### src/rtl/oldland_tlb_walker_if.sv
// Signal bundle for the oldland two-level page-table walker: miss request,
// word-read bus master, TLB load port and walk status.
interface oldland_tlb_walker_if;
   logic        ptbr_wr;
   logic [19:0] ptbr_data;
   logic        miss;
   logic [19:0] miss_virt;
   logic [31:0] m_addr;
   logic        m_rd;
   logic [31:0] m_data;
   logic        m_ack;
   logic        m_err;
   logic [31:0] load_data;
   logic        load_virt;
   logic        load_phys;
   logic        busy;
   logic        done;
   logic        fault;
   logic [31:0] fault_addr;

   modport master (
      input  ptbr_wr, ptbr_data, miss, miss_virt, m_data, m_ack, m_err,
      output m_addr, m_rd, load_data, load_virt, load_phys, busy, done, fault, fault_addr
   );

   modport slave (
      output ptbr_wr, ptbr_data, miss, miss_virt, m_data, m_ack, m_err,
      input  m_addr, m_rd, load_data, load_virt, load_phys, busy, done, fault, fault_addr
   );
endinterface

### src/rtl/oldland_tlb_walker.sv
// Two-level page-table walker: reads the L1 and L2 entries for a missing VPN,
// then writes the virtual and physical halves of the new TLB entry.
module oldland_tlb_walker #(
   parameter int timeout_cycles = 255
) (
   input  logic                 clk,
   input  logic                 rst,
   oldland_tlb_walker_if.master bus
);
   typedef enum logic [2:0] {IDLE, L1_RD, L2_RD, LOAD_V, LOAD_P, DONE, FAULT} state_t;

   // Last wait count at which a missing response still counts as "in time".
   localparam logic [7:0] wait_last = 8'(timeout_cycles - 1);

   state_t      state_reg;
   logic [19:0] ptbr_reg;
   logic [19:0] vpn_reg;
   logic [19:0] pte_frame_reg;
   logic [7:0]  wait_reg;
   logic [31:0] m_addr_reg;
   logic [31:0] load_data_reg;
   logic [31:0] fault_addr_reg;
   logic        m_rd_reg;
   logic        load_virt_reg;
   logic        load_phys_reg;
   logic        busy_reg;
   logic        done_reg;
   logic        fault_reg;
   logic        rd_state;
   logic        timed_out;
   logic        rd_fail;

   assign rd_state  = (state_reg == L1_RD) || (state_reg == L2_RD);
   assign timed_out = !bus.m_ack && !bus.m_err && (wait_reg == wait_last);
   // An error response wins over a simultaneous ack; an invalid entry faults too.
   assign rd_fail   = bus.m_err || (bus.m_ack && !bus.m_data[0]) || timed_out;

   always_ff @(posedge clk) begin
      if (rst) begin
         state_reg      <= IDLE;
         ptbr_reg       <= '0;
         vpn_reg        <= '0;
         pte_frame_reg  <= '0;
         wait_reg       <= '0;
         m_rd_reg       <= 1'b0;
         m_addr_reg     <= '0;
         load_virt_reg  <= 1'b0;
         load_phys_reg  <= 1'b0;
         load_data_reg  <= '0;
         busy_reg       <= 1'b0;
         done_reg       <= 1'b0;
         fault_reg      <= 1'b0;
         fault_addr_reg <= '0;
      end else begin
         if (bus.ptbr_wr) begin
            ptbr_reg <= bus.ptbr_data;
         end
         load_virt_reg <= 1'b0;
         load_phys_reg <= 1'b0;
         load_data_reg <= '0;
         done_reg      <= 1'b0;
         fault_reg     <= 1'b0;

         if (rd_state && rd_fail) begin
            state_reg      <= FAULT;
            m_rd_reg       <= 1'b0;
            m_addr_reg     <= '0;
            fault_reg      <= 1'b1;
            fault_addr_reg <= {vpn_reg, 12'h000};
         end else begin
            case (state_reg)
               IDLE: begin
                  if (bus.miss) begin
                     state_reg  <= L1_RD;
                     vpn_reg    <= bus.miss_virt;
                     wait_reg   <= '0;
                     m_rd_reg   <= 1'b1;
                     m_addr_reg <= {ptbr_reg, 12'h000} + {20'h0, bus.miss_virt[19:10], 2'b00};
                     busy_reg   <= 1'b1;
                  end
               end
               L1_RD: begin
                  if (bus.m_ack) begin
                     state_reg  <= L2_RD;
                     wait_reg   <= '0;
                     m_addr_reg <= {bus.m_data[31:12], 12'h000} + {20'h0, vpn_reg[9:0], 2'b00};
                  end else begin
                     wait_reg <= wait_reg + 8'd1;
                  end
               end
               L2_RD: begin
                  if (bus.m_ack) begin
                     state_reg     <= LOAD_V;
                     m_rd_reg      <= 1'b0;
                     m_addr_reg    <= '0;
                     pte_frame_reg <= bus.m_data[31:12];
                     load_virt_reg <= 1'b1;
                     load_data_reg <= {vpn_reg, 8'h00, bus.m_data[3:0]};
                  end else begin
                     wait_reg <= wait_reg + 8'd1;
                  end
               end
               LOAD_V: begin
                  state_reg     <= LOAD_P;
                  load_phys_reg <= 1'b1;
                  load_data_reg <= {pte_frame_reg, 12'h000};
               end
               LOAD_P: begin
                  state_reg <= DONE;
                  done_reg  <= 1'b1;
               end
               default: begin
                  // DONE, FAULT and any unused encoding all settle back to IDLE.
                  state_reg  <= IDLE;
                  busy_reg   <= 1'b0;
                  m_rd_reg   <= 1'b0;
                  m_addr_reg <= '0;
               end
            endcase
         end
      end
   end

   assign bus.m_rd       = m_rd_reg;
   assign bus.m_addr     = m_addr_reg;
   assign bus.load_virt  = load_virt_reg;
   assign bus.load_phys  = load_phys_reg;
   assign bus.load_data  = load_data_reg;
   assign bus.busy       = busy_reg;
   assign bus.done       = done_reg;
   assign bus.fault      = fault_reg;
   assign bus.fault_addr = fault_addr_reg;
endmodule

### src/flat_wrapper.sv
// flat-port wrapper written by rule: the top's interface ports become plain ports
module oldland_tlb_walker_flat 
#(
   parameter int timeout_cycles = 255
)
  (clk, rst, bus_ptbr_wr, bus_ptbr_data, bus_miss, bus_miss_virt, bus_m_data, bus_m_ack, bus_m_err, bus_m_addr, bus_m_rd, bus_load_data, bus_load_virt, bus_load_phys, bus_busy, bus_done, bus_fault, bus_fault_addr);
  oldland_tlb_walker_if bus_i ();
  input  logic clk;
  input  logic rst;
  input wire logic [$bits(bus_i.ptbr_wr)-1:0] bus_ptbr_wr;
  input wire logic [$bits(bus_i.ptbr_data)-1:0] bus_ptbr_data;
  input wire logic [$bits(bus_i.miss)-1:0] bus_miss;
  input wire logic [$bits(bus_i.miss_virt)-1:0] bus_miss_virt;
  input wire logic [$bits(bus_i.m_data)-1:0] bus_m_data;
  input wire logic [$bits(bus_i.m_ack)-1:0] bus_m_ack;
  input wire logic [$bits(bus_i.m_err)-1:0] bus_m_err;
  output wire logic [$bits(bus_i.m_addr)-1:0] bus_m_addr;
  output wire logic [$bits(bus_i.m_rd)-1:0] bus_m_rd;
  output wire logic [$bits(bus_i.load_data)-1:0] bus_load_data;
  output wire logic [$bits(bus_i.load_virt)-1:0] bus_load_virt;
  output wire logic [$bits(bus_i.load_phys)-1:0] bus_load_phys;
  output wire logic [$bits(bus_i.busy)-1:0] bus_busy;
  output wire logic [$bits(bus_i.done)-1:0] bus_done;
  output wire logic [$bits(bus_i.fault)-1:0] bus_fault;
  output wire logic [$bits(bus_i.fault_addr)-1:0] bus_fault_addr;
  assign bus_i.ptbr_wr = bus_ptbr_wr;
  assign bus_i.ptbr_data = bus_ptbr_data;
  assign bus_i.miss = bus_miss;
  assign bus_i.miss_virt = bus_miss_virt;
  assign bus_i.m_data = bus_m_data;
  assign bus_i.m_ack = bus_m_ack;
  assign bus_i.m_err = bus_m_err;
  assign bus_m_addr = bus_i.m_addr;
  assign bus_m_rd = bus_i.m_rd;
  assign bus_load_data = bus_i.load_data;
  assign bus_load_virt = bus_i.load_virt;
  assign bus_load_phys = bus_i.load_phys;
  assign bus_busy = bus_i.busy;
  assign bus_done = bus_i.done;
  assign bus_fault = bus_i.fault;
  assign bus_fault_addr = bus_i.fault_addr;
  oldland_tlb_walker #(.timeout_cycles(timeout_cycles)) u_core (.clk(clk), .rst(rst), .bus(bus_i));
endmodule
### config.mk
export PLATFORM = sky130hd
export DESIGN_NAME = oldland_tlb_walker_flat
export DESIGN_NICKNAME = d
export VERILOG_FILES = /design/src/rtl/oldland_tlb_walker_if.sv /design/src/rtl/oldland_tlb_walker.sv /design/src/flat_wrapper.sv
export SDC_FILE = /design/constraint.sdc
export NUM_CORES = 1
export LEC_CHECK = 0
export CORE_ASPECT_RATIO = 0.8
export CORE_MARGIN = 2
export CORE_UTILIZATION = 50
export DETAILED_ROUTE_END_ITERATION = 10
export PLACE_DENSITY = 0.85
export SKIP_LAST_GASP = 1
export SYNTH_ARGS = -nofsm -noshare
export SYNTH_HDL_FRONTEND = slang
export SYNTH_SLANG_ARGS = --single-unit
### constraint.sdc
create_clock -name clk -period 5.2 [get_ports clk]
set_clock_uncertainty 0.1 [all_clocks]
set_input_delay 0.52 -clock clk [delete_from_list [all_inputs] [get_ports clk]]
set_output_delay 0.52 -clock clk [all_outputs]
set_load 0.005 [all_outputs]
-- After elaboration in Yosys (flattened, before gate mapping)
Cells that the tools add are included.
- bits of input ports: 78
- bits in registers: 161
- output and inout bits: 102
- add/subtract/negate cells: 3
- reduce and logical (&&, ||, !) cells: 25
- equality and inequality tests: 12
- bitwise gates (word level): 5
- mux-type cells: 23
- operators with widths (cell ; count):
    $mux W32 ; 4
    $pmux W32 S4 ; 1
    $add A32 B12 Y32 ; 2
    $pmux W32 S2 ; 1
    $mux W8 ; 3
    $pmux W8 S3 ; 1
    $reduce_and A3 Y1 ; 6
    $pmux W3 S5 ; 1
    $mux W3 ; 4
    $add A8 B1 Y8 const B ; 1
    $eq A8 B8 Y1 const B ; 1
    $ne A2 B2 Y1 const B ; 4
    $reduce_and A4 Y1 ; 2
    $eq A3 B2 Y1 const B ; 2
    $mux W1 ; 6
    $ne A3 B3 Y1 const B ; 2
    $reduce_or A3 Y1 ; 2
    $not A1 Y1 ; 5
    $logic_and A1 B1 Y1 ; 4
    $reduce_or A2 Y1 ; 2
    $reduce_or A4 Y1 ; 1
    $eq A3 B1 Y1 const B ; 1
    $eq A3 B3 Y1 const B ; 1
    $logic_not A1 Y1 ; 3
    6 further kinds ; 8

-- Logic depth before layout (Yosys ltp)
Gate-level depths: netlist of the first run.
- depth after elaboration: 7
- gate-level depth with buffers: 8

-- Worst setup path before layout of the first run
No wires, ideal clock.
- kind: flip-flop to flip-flop
- start: reg u_core.wait_reg[0]
- end: reg u_core.wait_reg[4]
- cell stages (with the launch flop): 9
- path buffers: 1
- data required time: 5.029 ns
- path slack: 3.171 ns
- arrival time: 1.858 ns
- path through: dfxtp_1 -> inv_1 -> ha_1 -> and4b_1 -> a221oi_4 -> o21ai_2 -> buf_6 -> or3_1 -> a21oi_1
- longest elaborated chain between the ends: 6
- elaborated cells on any way between the ends: 10
- those cells by class: add/sub: 1; eq/ne: 1; mux: 3; bitwise: 1; reduce/logical: 4
- RTL lines (what ; RTL line ; source):
    start: declaration ; oldland_tlb_walker.sv:19 ; logic [7:0] wait_reg;
    start signal: assignment ; oldland_tlb_walker.sv:88 ; wait_reg <= wait_reg + 8'd1;
    start signal: assignment ; oldland_tlb_walker.sv:100 ; wait_reg <= wait_reg + 8'd1;
    branches (longest 6 deep; another with $add A8 B1 Y8) ; -- ;
Parallel ways; which one is timed is not known. The select of a mux whose other input is x is not followed.
A chain may end at the register's enable or synchronous reset.

-- Worst setup path after layout of the first run
- start: reg u_core.state_reg[1]
- end: reg u_core.vpn_reg[0]
- longest elaborated chain between the ends: 5
- elaborated cells on any way between the ends: 7
- those cells by class: eq/ne: 2; bitwise: 1; reduce/logical: 4
- RTL lines (what ; RTL line ; source):
    start: declaration ; oldland_tlb_walker.sv:15 ; state_t state_reg;
    start signal: assignment ; oldland_tlb_walker.sv:40 ; state_reg <= IDLE;
    start signal: assignment ; oldland_tlb_walker.sv:65 ; state_reg <= FAULT;
    start signal: assignment ; oldland_tlb_walker.sv:74 ; state_reg <= L1_RD;
    $eq A3 B1 Y1 / $eq A3 B2 Y1 (equally long branches) ; oldland_tlb_walker.sv:33 ; assign rd_state = (state_reg == L1_RD) || (state_reg == L2_RD);
    $logic_or A1 B1 Y1 ; oldland_tlb_walker.sv:33 ;
    $logic_and A1 B1 Y1 ; oldland_tlb_walker.sv:64 ; if (rd_state && rd_fail) begin
    $not A1 Y1 (no line) ; -- ;
    $reduce_and A3 Y1 (no line) * ; -- ;
    end signal: assignment ; oldland_tlb_walker.sv:75 ; vpn_reg <= bus.miss_virt;
    end: declaration ; oldland_tlb_walker.sv:17 ; logic [19:0] vpn_reg;
Mark *: on every way between the ends. The rest lies on a longest branch, timed or not.

==> reports/qor.yml, run 1 <==
async_flop_share_pct: 0
drv_cap: 0
crit_fanout: 20
hold_buffers: 0
dieWidth_um: 123
cts.sinks: 151
synth_edf_count: 0
rsz0062_at_grt: "false"
min_path_cells: 1
finalMaxSlewViolations: 0
relSlewSlack_pct: 14.7
io_pins: 180
synth_area_um2: 5710
p_leak_uw: 0.00298
grt_max_degree: 66
cts_resized: 0
min_to: "u_core.bus.load_data[26]$_SDFF_PP0_"
worst-r2r-cell-count: 5
critical_path.reg2reg.endpoint: "u_core.vpn_reg[0]$_SDFFE_PP0P_"
area_growth_pct: 37.3
viasPerCell: 5.57
cts.clk_slew.worst_paths_ps: 60
synthFlopType: "dfxtp_1"
worstPathRequired_ps: 5430
powerDensity_nw_per_um2: 522
hp-start: "u_core.pte_frame_reg[14]$_SDFFE_PP0P_"
crit_path_end_kind: "flop"
grt_antenna_before_repair: 0
wl_per_cell_um: 17.7
htreeDepth: 4
comb_power_share_pct: 31.8
pwr-share-clk_pct: 32.2
cts_root_buffer: "clkbuf_16"
path_buf_inv: 1
cts_buffers: 17
setup_viol: 0
hold_viol_final: 0
drive_gt1_share_pct: 6.61
cts_tree: "done"
rr_startpoint: "u_core.state_reg[1]$_SDFFE_PP0P_"
start_util_pct: 51.8
core_area_um2: 11000
switchingPower_uw: 1330
yosys.cell_types.count: 44
fin_setup_tns_ps: 0
start_kind: "flop"
wl_mm: 15.4
clk_path_buf_depth: 2
hold_path.class: "reg -> reg"
ys_seq_elements: 151
vdd_drop_max_mv: 0.272
synth_warnings: 0
cp.depth: 5
post_cts_buffers: 0
holdWs_ps: 365
die_h_um: 99.6
hpwl_mm: 10.6
ant_nets: 0
drc: 0
slowest_delay_ps: 790
worst_pin_slew_ps: 1270
rrSetupSlack_ps: 2370
ys_seq_area_share_pct: 53.0
worstPathArrival_ps: 3070
max_freq_mhz: 353
largest_register_ffs: 30
drt_iter0_drc: 403
syn_inst: 582
worstSetupPathType: "reg -> reg"
crit_family: "simple AND/OR/NAND/NOR gates"
clk_latency_ps: 410
n_antenna_cell: 0
place.port_buffers: 149
intPower_uw: 2770
avgSynthCellArea_um2: 9.81
fin_crit_sh_pct: 54.5
status: "finished, final reports clean"
dr.pass1.iters: 5
grt_use_total_pct: 25.4
gp_congestion: 0.866
dieArea_um2: 12300
slowest_stage: "nor3_2"
fin_nets: 794
vias: 4850
grt_pass1_wl_mm: 24.1
overflow: 0
swShare_pct: 32.4
fp-row-count: 34
worstPathCellList: "nor3_2, buf_4, and2_1, nand2_1, a21oi_1"
period_minus_slack_ps: 2830
grt_pass1_vias: 4753
nFillCells: 815
pwr-share-seq_pct: 35.9
-- Yosys cell counts (all sizes together), types with 2 or more instances --
cell | n | area share [%]
dfxtp | 151 | 53
nor2 | 53 | 3.5
nand2 | 47 | 3.1
mux2i | 41 | 7.2
a22o | 39 | 6.0
clkbuf | 34 | 2.2
nor2b | 32 | 3.5
nor3 | 32 | 2.8
a21oi | 31 | 2.7
a221oi | 31 | 5.1
buf | 31 | 3.8
o21ai | 13 | 1.3
inv | 7 | 0.46
and2 | 6 | 0.66
or3 | 5 | 0.55
a211oi | 2 | 0.26
and3 | 2 | 0.22
and4 | 2 | 0.31
ha | 2 | 0.44
mux2 | 2 | 0.39
nand4 | 2 | 0.22
o211ai | 2 | 0.26
or3b | 2 | 0.31
xor2 | 2 | 0.31
-- power groups by stage --
stage	clock (µW)	sequential (µW)	combinational, µW
detailed placement	0	1490	1290
global placement	0	1480	1250
finish	1320	1470	1300
global route	1380	1490	1440
CTS	1330	1470	1300
floorplan	0	1430	883
-- cell type report --
cell class	instances	area [µm²]	share of cell area, %
well taps	144	180	2.30
flip-flops and latches	151	3020	38.6
multi-input cells	380	2420	30.9
clock inverters	7	140	1.79
clock buffers	24	502	6.40
repair buffers	157	1550	19.7
inverters	7	26.3	0.335
-- layout by cell type, fill, tap and decap left out, types with 4 or more instances in the layout --
cell and count:
mux2i_1 41, nor2b_1 32, clkbuf_16 17, dfxtp_1 151, nor2_1 51, a21oi_1 31
buf_4 8, conb_1 22, clkdlybuf4s50_1 148, nand2_1 47, bufinv_16 4, inv_1 7
a22o_1 39, nor3_1 30, clkbuf_8 5, a221oi_1 30, o21ai_0 10, and2_1 6
or3_1 5
-- per-stage QoR --
| step | total power [µW] | worst slack (ps) | std cells | util (%) | area (µm²) |
|---|---|---|---|---|---|
| 3_5_place_dp | 2780 | 1970 | 839 | 65.3 | 7190 |
| 3_3_place_gp | 2730 | 2070 | 839 | 65.3 | 7190 |
| 4_1_cts | 4100 | 2390 | 870 | 71.1 | 7840 |
| 2_1_floorplan | 2310 | 3170 | 603 | - | 5790 |
| 5_1_grt | 4300 | 2110 | 870 | 71.1 | 7840 |
| 6_report | 4090 | 2370 | 870 | 71.1 | 7840 |
-- layer usage --
layer,track usage [%],wire (µm)
met2,41.8,7320
met5,0,0
met4,9.70,299
met1,33.3,6560
met3,4.53,1250
-- how the worst max path moves through the flow --
stage                     slack, ps                              from                                  end
after floorplan                3170   u_core.wait_reg[0]$_SDFFE_PP0P_      u_core.wait_reg[4]$_SDFFE_PP0P_
after global placement         2070                         bus_m_ack  u_core.bus.load_data[31]$_SDFF_PP0_
after detailed placement       1970                         bus_m_ack  u_core.bus.load_data[31]$_SDFF_PP0_
after CTS                      2390                         bus_m_ack  u_core.bus.load_data[31]$_SDFF_PP0_
after global routing           2110  u_core.state_reg[1]$_SDFFE_PP0P_      u_core.vpn_reg[11]$_SDFFE_PP0P_
final                          2370  u_core.state_reg[1]$_SDFFE_PP0P_       u_core.vpn_reg[0]$_SDFFE_PP0P_
-- kinds of logic (layout without fill, tap and decap cells) --
kind of cell	count (synthesis)	after routing	synth area share (%)
other	1	22	0.0657
muxes	43	43	7.59
and+or+nand+nor	188	188	15.8
buffers and inverters	72	195	6.47
DFF	151	151	53.0
xor gates and xnor gates	3	3	0.461
adders and majority gates	2	2	0.438
AOI/OAI and AO/OA	122	122	16.2
(Power assumes the default switching activity.)
==> inputs of run 2 (changes only) <==
--- a/config.mk
+++ b/config.mk
@@ -7,9 +7,9 @@
 export LEC_CHECK = 0
 export CORE_ASPECT_RATIO = 0.8
 export CORE_MARGIN = 2
-export CORE_UTILIZATION = 50
+export CORE_UTILIZATION = 42
 export DETAILED_ROUTE_END_ITERATION = 10
-export PLACE_DENSITY = 0.85
+export PLACE_DENSITY = 0.76
 export SKIP_LAST_GASP = 1
 export SYNTH_ARGS = -nofsm -noshare
 export SYNTH_HDL_FRONTEND = slang
==> constraint.sdc (replaced) <==
create_clock -name clk -period 2.5 [get_ports clk]
set_clock_uncertainty 0.1 [all_clocks]
set_input_delay 0.25 -clock clk [delete_from_list [all_inputs] [get_ports clk]]
set_output_delay 0.25 -clock clk [all_outputs]
set_load 0.005 [all_outputs]
==> run 2 against run 1 <==
  * Die area grew 18%
  * Critical path depth grew 1
  * Hold slack lost 310 ps
  * Clock power grew 89%
  * Global-route usage shrank 3.0 points
  * Register-to-register slack lost 2200 ps
  * Total power grew 110%
  * Sequential power grew 110%
  * Fmax grew 20%
  * Utilization shrank 12 points
  * Routed wire length grew 3.5%
  * Worst setup slack lost 2200 ps
==> reports/qor.yml, run 2 (synthesized netlist as in run 1, its figures left out) <==
grt_pass1_vias: 4756
cts.sinks: 151
hold_path.class: "in -> reg"
start_kind: "flop"
n_antenna_cell: 0
setup_viol: 0
dieArea_um2: 14500
worstPathCellList: "ha_1, and4b_1, a221oi_4, nor3_2, buf_4, a22o_1"
cts_root_buffer: "clkbuf_16"
crit_family: "simple AND/OR/NAND/NOR gates"
crit_path_end_kind: "flop"
hold_viol_final: 0
clk_latency_ps: 430
total_power_uw: 8400
ant_nets: 0
hpwl_mm: 11.0
area_growth_pct: 39.1
powerDensity_nw_per_um2: 1060
final_area_um2: 7940
die_h_um: 108
drv_cap: 0
gp_congestion: 0.918
cts_buffers: 17
rr_startpoint: "u_core.wait_reg[1]$_SDFFE_PP0P_"
htreeDepth: 4
grt_max_degree: 65
slowest_delay_ps: 770
cts_tree: "done"
dieWidth_um: 134
status: "finished, final reports clean"
vdd_drop_max_mv: 0.540
fin_crit_sh_pct: 94.1
hp-start: "rst"
rsz0062_at_grt: "false"
grt_pass1_wl_mm: 25.0
core_area_um2: 13400
clk_path_buf_depth: 2
finalMaxSlewViolations: 0
crit_fanout: 13
drc: 0
cts_resized: 0
overflow: 0
cts.clk_slew.worst_paths_ps: 60
fin_setup_tns_ps: 0
holdWs_ps: 58.1
path_buf_inv: 1
max_freq_mhz: 425
worstPathArrival_ps: 2620
grt_use_total_pct: 22.5
io_pins: 180
fp-row-count: 38
layoutNonFillerInstCount: 918
placed_cell_area_um2: 7370
largest_register_ffs: 30
wl_mm: 16.0
dp.cells: 887
worstPathRequired_ps: 2760
grt_antenna_before_repair: 0
wl_per_cell_um: 17.4
fin_nets: 806
dr.pass1.iters: 7
layout_common_cells: "dfxtp_1, clkdlybuf4s50_1, nor2_1"
drt_iter0_drc: 319
slowest_stage: "nor3_2"
p_leak_uw: 0.00301
worst_pin_slew_ps: 944
vias: 4851
final_common_cell: "dfxtp_1"
period_minus_slack_ps: 2350
drive_gt1_share_pct: 8.40
post_cts_buffers: 0
hold_buffers: 0
relSlewSlack_pct: 36.7
start_util_pct: 42.6
critPathLaunch: "u_core.wait_reg[1]$_SDFFE_PP0P_"
worstSetupPathType: "reg -> reg"
viasPerCell: 5.28
place.port_buffers: 149
run 2: cell types whose count changed in the layout (fill, tap and decap cells not counted):
cell / delta
buf_4: +9
clkbuf_8: -4
clkinv_2: +4
buf_12: +3
bufinv_16: -2
clkbuf_1: -2
clkinv_4: +2
clkinvlp_4: +2
run 2: worst register-to-register path: cells and delay by family, from the launching register on:
kind            cells  cell delay, ps
buf+inv             1             300
compound gates      2             250
fa+ha+maj           1             190
flops               1             430
simple gates        2            1030
run 2: cell type report:
class,instances,area (µm²)
Multi-Input combinational cell,380,2420
Tap cell,180,225
Clock inverter,13,133
Sequential cell,151,3020
Timing Repair Buffer,169,1670
Fill cell,1146,5470
Clock buffer,18,439
Inverter,7,26.3
run 2: path summary, 6_finish.rpt:
| check | cells past startpoint | endpoint | slack (ps) |
|---|---|---|---|
| worst max-delay path | 6 | u_core.bus.fault_addr[30]$_SDFFE_PP0P_ | 150 |
| worst min-delay path | 2 | u_core.bus.fault$_SDFF_PP0_ | 60 |
| worst max register to register | 6 | u_core.bus.fault_addr[30]$_SDFFE_PP0P_ | 150 |
| worst min register to register | 1 | u_core.bus.load_data[20]$_SDFF_PP0_ | 370 |
run 2: through the flow:
step	utilization (%)	setup WS (ps)
3_3_place_gp	54.9	143
3_5_place_dp	54.9	58.8
5_1_grt	59.2	9.06
2_1_floorplan	-	471
6_report	59.2	148
4_1_cts	59.2	183
run 2: where the power goes:
part	internal (µW)	switching, µW	leakage, µW
combinational	1310	1550	0.00151
sequential	2750	292	0.00123
clock	1480	1010	0.000273
run 2: per-layer routing:
layer	global-route usage (%)	wire length (µm)	vias to the layer above
met5	0	0	-
li1	-	-	2304
met2	35.2	7050	223
met1	28.2	7020	2296
met3	9.14	1590	28
met4	7.74	307	0
